File: src/rtl/uart_tx_arbiter.sv
// uart_tx_arbiter: packet-level round-robin arbiter that shares one UART TX
// core between N_REQ byte-stream requesters. It enforces an idle gap between
// packets and a burst-length watchdog.
module uart_tx_arbiter #(
  parameter int unsigned N_REQ      = 4,
  parameter int unsigned GAP_CYCLES = 16,
  parameter int unsigned MAX_BURST  = 256,
  parameter int unsigned ID_W       = $clog2(N_REQ)
) (
  input  logic                 clk,
  input  logic                 rst,
  input  logic [N_REQ-1:0]     req_valid,
  input  logic [8*N_REQ-1:0]   req_data,
  input  logic [N_REQ-1:0]     req_last,
  output logic [N_REQ-1:0]     req_ready,
  output logic                 tx_valid,
  output logic [7:0]           tx_data,
  input  logic                 tx_ready,
  output logic [ID_W-1:0]      grant_id,
  output logic                 busy,
  output logic                 burst_abort
);

  localparam int unsigned GAP_W = (GAP_CYCLES > 0) ? $clog2(GAP_CYCLES + 1) : 1;
  localparam logic [GAP_W-1:0] GAP_LOAD = GAP_W'((GAP_CYCLES > 0) ? GAP_CYCLES - 1 : 0);
  localparam logic [15:0] BURST_LAST = 16'(MAX_BURST - 1);

  typedef enum logic [1:0] {IDLE, XFER, GAP} state_e;

  state_e            state_q, state_d;
  logic [ID_W-1:0]   grant_q, grant_d;
  logic [ID_W-1:0]   rr_ptr_q, rr_ptr_d;
  logic [15:0]       byte_cnt_q, byte_cnt_d;
  logic [GAP_W-1:0]  gap_cnt_q, gap_cnt_d;

  logic              arb_found;
  logic [ID_W-1:0]   arb_idx;
  int unsigned       arb_dist;
  int unsigned       arb_best;

  logic              sel_valid;
  logic              sel_last;
  logic [7:0]        sel_data;
  logic [N_REQ-1:0]  sel_onehot;
  logic              handshake;

  assign grant_id = grant_q;

  // Round-robin pick: distance 0 is the requester just after rr_ptr, the lowest distance wins.
  always_comb begin
    arb_found = 1'b0;
    arb_idx   = '0;
    arb_best  = N_REQ;
    arb_dist  = 0;
    for (int unsigned j = 0; j < N_REQ; j++) begin
      arb_dist = (j + N_REQ - 1 - 32'(rr_ptr_q)) % N_REQ;
      if (req_valid[j] && (arb_dist < arb_best)) begin
        arb_best  = arb_dist;
        arb_idx   = ID_W'(j);
        arb_found = 1'b1;
      end
    end
  end

  // Select the current grantee's byte stream.
  always_comb begin
    sel_valid  = 1'b0;
    sel_last   = 1'b0;
    sel_data   = '0;
    sel_onehot = '0;
    for (int unsigned j = 0; j < N_REQ; j++) begin
      if (grant_q == ID_W'(j)) begin
        sel_valid     = req_valid[j];
        sel_last      = req_last[j];
        sel_data      = req_data[8*j +: 8];
        sel_onehot[j] = 1'b1;
      end
    end
  end

  // Next-state logic and outputs of the IDLE/XFER/GAP controller.
  always_comb begin
    state_d     = state_q;
    grant_d     = grant_q;
    rr_ptr_d    = rr_ptr_q;
    byte_cnt_d  = byte_cnt_q;
    gap_cnt_d   = gap_cnt_q;
    tx_valid    = 1'b0;
    tx_data     = '0;
    req_ready   = '0;
    busy        = 1'b0;
    burst_abort = 1'b0;
    handshake   = 1'b0;
    case (state_q)
      IDLE: begin
        if (arb_found) begin
          grant_d    = arb_idx;
          rr_ptr_d   = arb_idx;
          byte_cnt_d = '0;
          state_d    = XFER;
        end
      end
      XFER: begin
        busy      = 1'b1;
        tx_valid  = sel_valid;
        tx_data   = sel_data;
        req_ready = {N_REQ{tx_ready}} & sel_onehot;
        handshake = sel_valid & tx_ready;
        if (handshake) begin
          byte_cnt_d = byte_cnt_q + 16'd1;
          if (sel_last || (byte_cnt_q == BURST_LAST)) begin
            burst_abort = ~sel_last;
            if (GAP_CYCLES > 0) begin
              state_d   = GAP;
              gap_cnt_d = GAP_LOAD;
            end else begin
              state_d   = IDLE;
            end
          end
        end
      end
      GAP: begin
        busy = 1'b1;
        if (gap_cnt_q == '0) begin
          state_d = IDLE;
        end else begin
          gap_cnt_d = gap_cnt_q - 1'b1;
        end
      end
      default: state_d = IDLE;
    endcase
  end

  // State registers with asynchronous reset.
  always_ff @(posedge clk or posedge rst) begin
    if (rst) begin
      state_q    <= IDLE;
      grant_q    <= '0;
      rr_ptr_q   <= ID_W'(N_REQ - 1);
      byte_cnt_q <= '0;
      gap_cnt_q  <= '0;
    end else begin
      state_q    <= state_d;
      grant_q    <= grant_d;
      rr_ptr_q   <= rr_ptr_d;
      byte_cnt_q <= byte_cnt_d;
      gap_cnt_q  <= gap_cnt_d;
    end
  end

endmodule

File: config.mk
export PLATFORM = sky130hd
export DESIGN_NAME = uart_tx_arbiter
export DESIGN_NICKNAME = d
export VERILOG_FILES = /design/src/rtl/uart_tx_arbiter.sv
export SDC_FILE = /design/constraint.sdc
export NUM_CORES = 1
export LEC_CHECK = 0
export CAP_MARGIN = 20
export CORE_ASPECT_RATIO = 0.7
export CORE_MARGIN = 10
export CORE_UTILIZATION = 30
export DETAILED_ROUTE_END_ITERATION = 12
export GPL_ROUTABILITY_DRIVEN = 0
export GPL_TIMING_DRIVEN = 0
export PLACE_DENSITY = 0.64
export SYNTH_ARGS = -nofsm -noshare
export SYNTH_HDL_FRONTEND = slang
export SYNTH_SLANG_ARGS = --single-unit
File: constraint.sdc
create_clock -name clk -period 5.66 [get_ports clk]
set_input_delay 0.849 -clock clk [delete_from_list [all_inputs] [get_ports clk]]
set_output_delay 0.849 -clock clk [all_outputs]
set_load 0.005 [all_outputs]
# == Word level (Yosys, flattened, before mapping) ==
# Index checks and enable logic that the tools add are counted.
# totals
reg_bits,27
input_bits,43
output_inout_bits,17
# classes
addsub,6
magnitude_cmp,4
eq_ne,11
n_mux,45
bitwise_logic,3
n_reduce_logical,15
# ops
cell,n
$lt 2x32->1,3
$mux 32,2
$mux 8,5
$mux 16,2
$pmux 16 s2,1
$mux 1,22
$add 16x1->16 const B,1
$eq 16x8->1 const B,1
$mux 5,3
$mux 2,6
$ne 2x2->1 const B,5
$pmux 5 s2,1
$reduce_and 4->1,2
$eq 2x2->1 const B,3
$pmux 2 s3,1
$logic_not 5->1,1
$sub 5x1->5 const B,1
$and 4x4->4,1
$eq 2x1->1 const B,2
$logic_and 1x1->1,4
$logic_not 2->1,2
$mux 4,1
$reduce_bool 2->1,2
$sub 1x2->2 const A,2
other kinds (9),10

# == Logic depth before layout (Yosys ltp) ==
# Gate-level depths: netlist (run 1).
# depth
ltp_word,15
mapped_depth,16

# == Worst setup path before layout (run 1) ==
# Ideal clock, no wire load.
# synth_path
path_type,input -> register
startpoint,input port req_valid[0]
endpoint,"register grant_q[1], in the netlist grant_id[1]"
setup_time_ns,0.065
t_arrival_ns,3.527
required_ns,5.595
path_slack_ns,2.068
stages,15
path_cell_list,nand2b_1 -> ha_1 -> a21o_1 -> a21oi_1 -> mux2_2 -> ha_1 -> o22ai_1 -> a41oi_1 -> nor2_1 -> nor2_1 -> a21oi_1 -> ha_1 -> a211oi_1 -> a211o_1 -> o21a_1
# synth_via
elab_chain_len,12
# synth_lines
item,line,source
start: declaration,12,"input logic [N_REQ-1:0] req_valid,"
$logic_and 1x1->1 (*),57,if (req_valid[j] && (arb_dist < arb_best)) begin
$mux 3,57,
$lt 2x32->1,57,
$logic_and 1x1->1,57,
$mux 32,57,
$lt 2x32->1,57,
$logic_and 1x1->1,57,
$mux 32,57,
$lt 2x32->1,57,
$logic_and 1x1->1,57,
$mux 1,57,
$reduce_and 2->1 (no source line),n/a,
end signal: assignment,144,grant_q <= grant_d;
end: declaration,31,"logic [ID_W-1:0] grant_q, grant_d;"
# Every way passes the cells marked *; elsewhere a longest branch is shown, timed or not.
# A chain may end at the register's enable or synchronous reset.

# == Worst setup path after layout (run 1) ==
# layout_path
startpoint,input port req_valid[0]
endpoint,"register grant_q[0], in the netlist grant_id[0]"
# Same word-level chain as after synthesis.

==> run metrics, run 1 <==
period utilisation layout 77.0%; DRC 0; syn_nets 281; first-pass GRT wire length 10100 um; cts repair resizes 0; synth top area cells dfrtp_1 (30%), mux4_2 (8.7%), ha_1 (5.5%); hold_ws 0.524 ns; vias per cell 5.05; IO Port Bufs 59; clock-pin slew on the worst setup and hold paths 0.10 ns; Synth Instances 229; post-layout worst setup margin 1.30 ns; clk sinks 27; register area share after synthesis 32.9%; RSZ-0062 raised after global routing no; pre-CTS setup slack 1.06 ns; Die ar. 10600 um2; Setup TNS 0 ns; count of state elements after synthesis 27; FP Rows 25; Avg WL per Cell 15.6 um; largest fanout on the critical path 8; Synth cell types 50; Yosys top cell area share 30.3%; Final Instance Area 2840 um2; crit path DAT 4.51 ns; synthesized area 2060 um2; total track usage 11.7%; CP Class input pin to flop; initial antenna violation count 0; DP HPWL 4910 um; die height 89.4 um; ANT cells 0; NumNets Final 346; Final Skew 0.00352 ns; Syn Area/Cell 9.01 um2; area grow syn2layout 37.8%; CTS tree built; Pleak 1.13 nW; die width 119 um; Initial Util 30.7%; outcome finished clean; maximum clock rate 229 MHz; DR pass1 iterations 5; Overflow after GRT 0; CP Launch Type input pin; Clock Latency Late Sink 0.28 ns; area leader, netlist dfrtp_1; Max VDD drop 0.000204 V; yosys warns 0; clock root buffer clkbuf_8; worst min-delay path category flop to flop; CP Capture Type flop; vias in the first global route 1991; hold_buf cts 0; R2R cell count 16; number of flops mapped to enable cells by yosys 0; number of slew-limit violations in the final report 0; Initial DRC Count 106; max cap viols 0; share of layout cells above drive strength 1 7.17%; Async SR Flop Fraction 100%; Post-DRT Antenna Nets 0; power per cell area 409 nW/um2; clk buf depth 2; top_reg_cell synth dfrtp_1; final wirelength 6030 um; largest net degree at the start of global routing 28; Post-CTS Setup Bufs 0; Cell Area, Placed 2770 um2; Tot Pwr 1.16 mW; core box area 6730 um2; io pins 60; Slew headroom 55.5%; worst path required time 5.81 ns; via count 1953; final setup fails 0; CTS Buf Count 3; htree depth 1; Least-Margin Pin Slew 0.668 ns; Final min period 4.36 ns; Final Hold Fails 0; Hold Path Cell Cnt 1
## layout by cell type, fill, tap and decap left out, types with 3 or more instances in the layout
cell type / Yosys / layout
a21o_1: 3 / 3
a21oi_1: 9 / 9
and2_1: 8 / 8
and3_1: 4 / 4
clkbuf_1: 7 / 8
clkbuf_8: 0 / 3
clkdlybuf4s50_1: 0 / 59
dfrtp_1: 25 / 25
ha_1: 9 / 9
inv_1: 14 / 14
mux2_2: 4 / 4
mux2i_1: 4 / 4
mux4_2: 8 / 8
nand2_1: 15 / 15
nand2b_1: 6 / 6
nand3_1: 6 / 6
nor2_1: 24 / 24
nor2b_1: 5 / 5
nor3_1: 9 / 9
nor4_1: 7 / 7
o211ai_1: 3 / 3
o21ai_0: 9 / 9
or3_1: 3 / 3
xnor2_1: 9 / 9
## cell type report
type,count,area [um2]
timing repair buffer,60,618
sequential,27,678
fill,674,3880
clock buffer,4,45.0
buffer,10,42.5
tap,94,118
inverter,14,52.6
multi-input combinational,178,1290
## state kept, by name, summed over array words and instances (netlist names)
register and count:
grant_id 2, byte_cnt_q 16, rr_ptr_q 2, state_q 2
gap_cnt_q 5
## where the power goes
part | switching, mW | total [mW] | internal [mW]
Sequential | 0.0502 | 0.296 | 0.246
Combinational | 0.385 | 0.752 | 0.367
Clock | 0.0647 | 0.115 | 0.0506
Total | 0.500 | 1.16 | 0.664
## synth_stat cells (2+ instances only)
cell      instances
and4_1            2
a41oi_1           2
xor2_1            2
inv_1            14
xnor2_1           9
nand3_1           6
nand2b_1          6
o211ai_1          3
o22a_1            2
and2_1            8
nor2b_1           5
or4_1             2
a21oi_1           9
clkbuf_1          7
mux2_2            4
o21ai_0           9
dfrtp_1          25
nor4_1            7
o21a_1            2
ha_1              9
nand2_1          15
nand3b_1          2
a211oi_1          2
nor3_1            9
and3_1            4
a21o_1            3
mux4_2            8
nor2_1           24
dfstp_2           2
or3_1             3
nand4_1           2
mux2i_1           4
## critical path, cell delays in order
cell	delay (ns)
clkdlybuf4s50_1	0.61
nand2b_1	0.11
ha_1	0.29
a21o_1	0.19
a21oi_1	0.22
mux2_2	0.38
ha_1	0.28
o22ai_1	0.07
a41oi_1	0.28
nor2_1	0.12
nor2_1	0.11
a21oi_1	0.05
ha_1	0.32
o211ai_1	0.10
a221oi_1	0.44
nor2_1	0.09
## routing by layer
layer / up-vias / GRT usage (%) / wire length [um]
met1: 954 / 14.6 / 2840
met2: 27 / 21.3 / 3020
met5: - / 0 / 0
met4: 0 / 0.994 / 14
met3: 2 / 2.15 / 150
li1: 970 / - / -
## path summary, 6_finish.rpt
kind | start | to | slack, ns
min in group asynchronous | rst | gap_cnt_q[4] | 0.83
hold reg to reg | gap_cnt_q[2] | gap_cnt_q[2] | 0.52
setup reg to reg | rr_ptr_q[0] | grant_id[0] | 1.73
max in group asynchronous | rst | rr_ptr_q[0] | 4.31
setup / recovery | req_valid[0] | grant_id[0] | 1.30
hold / removal | gap_cnt_q[2] | gap_cnt_q[2] | 0.52
## cells by family (layout without fill, tap and decap cells)
| logic type | after synthesis | after routing | synth area share [%] |
|---|---|---|---|
| AOI/OAI and AO/OA | 45 | 45 | 15.1 |
| xor gates and xnor gates | 11 | 11 | 4.67 |
| adders and majority gates | 9 | 9 | 5.46 |
| buffers and inverters | 24 | 88 | 4.61 |
| DFF | 27 | 27 | 32.9 |
| muxes | 16 | 16 | 12.9 |
| and+or+nand+nor | 97 | 97 | 24.4 |
## metrics by stage
step,util [%],cells
CTS,41.9,386
detailed placement,41.2,382
global placement,41.2,382
floorplan,-,229
global route,42.3,387
finish,42.3,387
Power figures use the tool's default switching activity.
==> run 2: changes to the inputs <==
==> constraint.sdc (replaced) <==
create_clock -name clk -period 4.3 [get_ports clk]
set_input_delay 0.645 -clock clk [delete_from_list [all_inputs] [get_ports clk]]
set_output_delay 0.645 -clock clk [all_outputs]
set_load 0.005 [all_outputs]
==> run metrics, run 2 (synthesis gave the netlist of run 1 again) <==
CP peak stage delay 0.60 ns; clk sinks 27; Die ar. 10600 um2; clk buf depth 2; CP Capture Type flop; CTS Buf Count 3; first-pass GRT wire length 10100 um; worst setup path startpoint rr_ptr_q[0]; Worst R2R Start rr_ptr_q[0]; clock root buffer clkbuf_8; clock-pin slew on the worst setup and hold paths 0.10 ns; CP Class flop to flop; NumNets Final 346; CTS tree built; vias in the first global route 1991; clock power share 9.7%; Bufs and invs on worst path 1; # fillers 675; vias per cell 5.01; via count 1940; DRC 0; worst path required time 4.52 ns; worst min-delay path category flop to flop; share of layout cells above drive strength 1 7.85%; max FFs per register 16; Final Skew 0.00332 ns; power per cell area 543 nW/um2; switching pwr 0.671 mW; ANT cells 0; Largest regs byte_cnt_q x16, gap_cnt_q x5; crit-path cells xnor2_1 > inv_1 > ha_1 > a21o_1 > a21oi_1 > mux2_2 > ha_1 > o22ai_1 > a41oi_1 > nor2_1 > nor2_1 > a21oi_1 > ha_1 > a211oi_2 > a211o_1 > o21a_1; die height 89.4 um; period utilisation layout 91.0%; Crit path max-delay family compound AO/OA/AOI/OAI gates; area grow syn2layout 38.5%; number of slew-limit violations in the final report 0; Final min period 3.91 ns; core box area 6730 um2; Post-DRT Antenna Nets 0; RSZ-0062 raised after global routing no; outcome finished clean; Pleak 1.14 nW; hold_buf cts 0; crit path DAT 4.13 ns; largest fanout on the critical path 5; CP Launch Type flop; fin cells 387; maximum clock rate 256 MHz; hold_ws 0.522 ns; most frequent cells in the layout clkdlybuf4s50_1 (58), dfrtp_1 (25), nor2_1 (24), nand2_1 (15), inv_1 (14); Register Area 678 um2; Avg WL per Cell 15.6 um; max cap viols 0; Max VDD drop 0.000273 V; Flop pwr share 25.2%; most flop-heavy register byte_cnt_q; htree depth 1; initial antenna violation count 0; FP Rows 25; Multi-input gate area 1300 um2; Slowest cell on crit path dfstp_2; Worst path most repeated cell ha_1; IO Port Bufs 59; DP HPWL 4910 um; largest net degree at the start of global routing 28; Net Sw Frac 43.2%; Clock Latency Late Sink 0.27 ns; Initial DRC Count 91; combinational share of power 65.1%; die width 119 um; HP Start gap_cnt_q[2]; Initial Util 30.7%; DR pass1 iterations 5; Least-Margin Pin Slew 0.668 ns; leading cell type in the layout, fill and taps excluded clkdlybuf4s50_1; final wirelength 6050 um; final setup fails 0; Final Hold Fails 0; Slew headroom 55.4%; placed cells 382; Power Internal 0.881 mW; total track usage 11.7%; Overflow after GRT 0; io pins 60
==> run 2: power groups by stage <==
| stage | registers, mW | logic, mW | clock network [mW] |
|---|---|---|---|
| after floorplan | 0.377 | 0.658 | 0 |
| after global placement | 0.391 | 0.973 | 0 |
| after detailed placement | 0.395 | 0.989 | 0 |
| after CTS | 0.389 | 0.996 | 0.152 |
| after global routing | 0.401 | 1.13 | 0.165 |
| final | 0.391 | 1.01 | 0.151 |
==> run 2: metrics by stage <==
| step | total power, mW | worst slack, ns | TNS (ns) | instance area (um2) | utilization [%] |
|---|---|---|---|---|---|
| after CTS | 1.54 | 0.183 | 0 | 2820 | 41.9 |
| after floorplan | 1.04 | 0.834 | 0 | 2060 | - |
| final | 1.55 | 0.388 | 0 | 2860 | 42.5 |
| after global routing | 1.70 | 0.132 | 0 | 2860 | 42.5 |
| after detailed placement | 1.38 | -0.0914 | -0.279 | 2770 | 41.2 |
| after global placement | 1.36 | -0.0502 | -0.0676 | 2770 | 41.2 |
==> run 2: cell type report <==
class / count / area share (%)
inverter: 14 / 1.84
timing repair buffer: 60 / 21.7
sequential: 27 / 23.7
multi-input combinational: 178 / 45.5
buffer: 10 / 1.49
clock buffer: 4 / 1.58
tap: 94 / 4.12
==> run 2: timing repair <==
item / 4_1_cts / 5_1_grt
setup endpoints to repair: 0 / 4
endpoints found under the hold margin: 0 / 0
resized for setup: 0 / 3
buffers inserted: 0 / 0
==> run 2: path summary, 6_finish.rpt <==
check,to,slack (ns),cells after the start
min in group asynchronous,gap_cnt_q[4],0.64,2
worst min-delay path,gap_cnt_q[2],0.52,1
worst max-delay path,grant_id[1],0.39,16
worst max register to register,grant_id[1],0.39,16
worst min register to register,gap_cnt_q[2],0.52,1
max in group asynchronous,rr_ptr_q[0],3.15,3
==> run 2: metal layers <==
layer | vias up | global-route usage, % | routed length [um]
met1 | 943 | 14.6 | 2870
met4 | 0 | 0.994 | 14
li1 | 968 | - | -
met2 | 27 | 21.3 | 3020
met3 | 2 | 2.15 | 146
met5 | - | 0 | 0
==> run 2: worst register-to-register path, delay by kind of cell (launching register included) <==
| kind | cells | cell delay [ns] |
|---|---|---|
| xor gates and xnor gates | 1 | 0.19 |
| and+or+nand+nor | 2 | 0.23 |
| AOI/OAI and AO/OA | 8 | 1.46 |
| muxes | 1 | 0.39 |
| DFF | 1 | 0.60 |
| buffers and inverters | 1 | 0.08 |
| adders and majority gates | 3 | 0.92 |
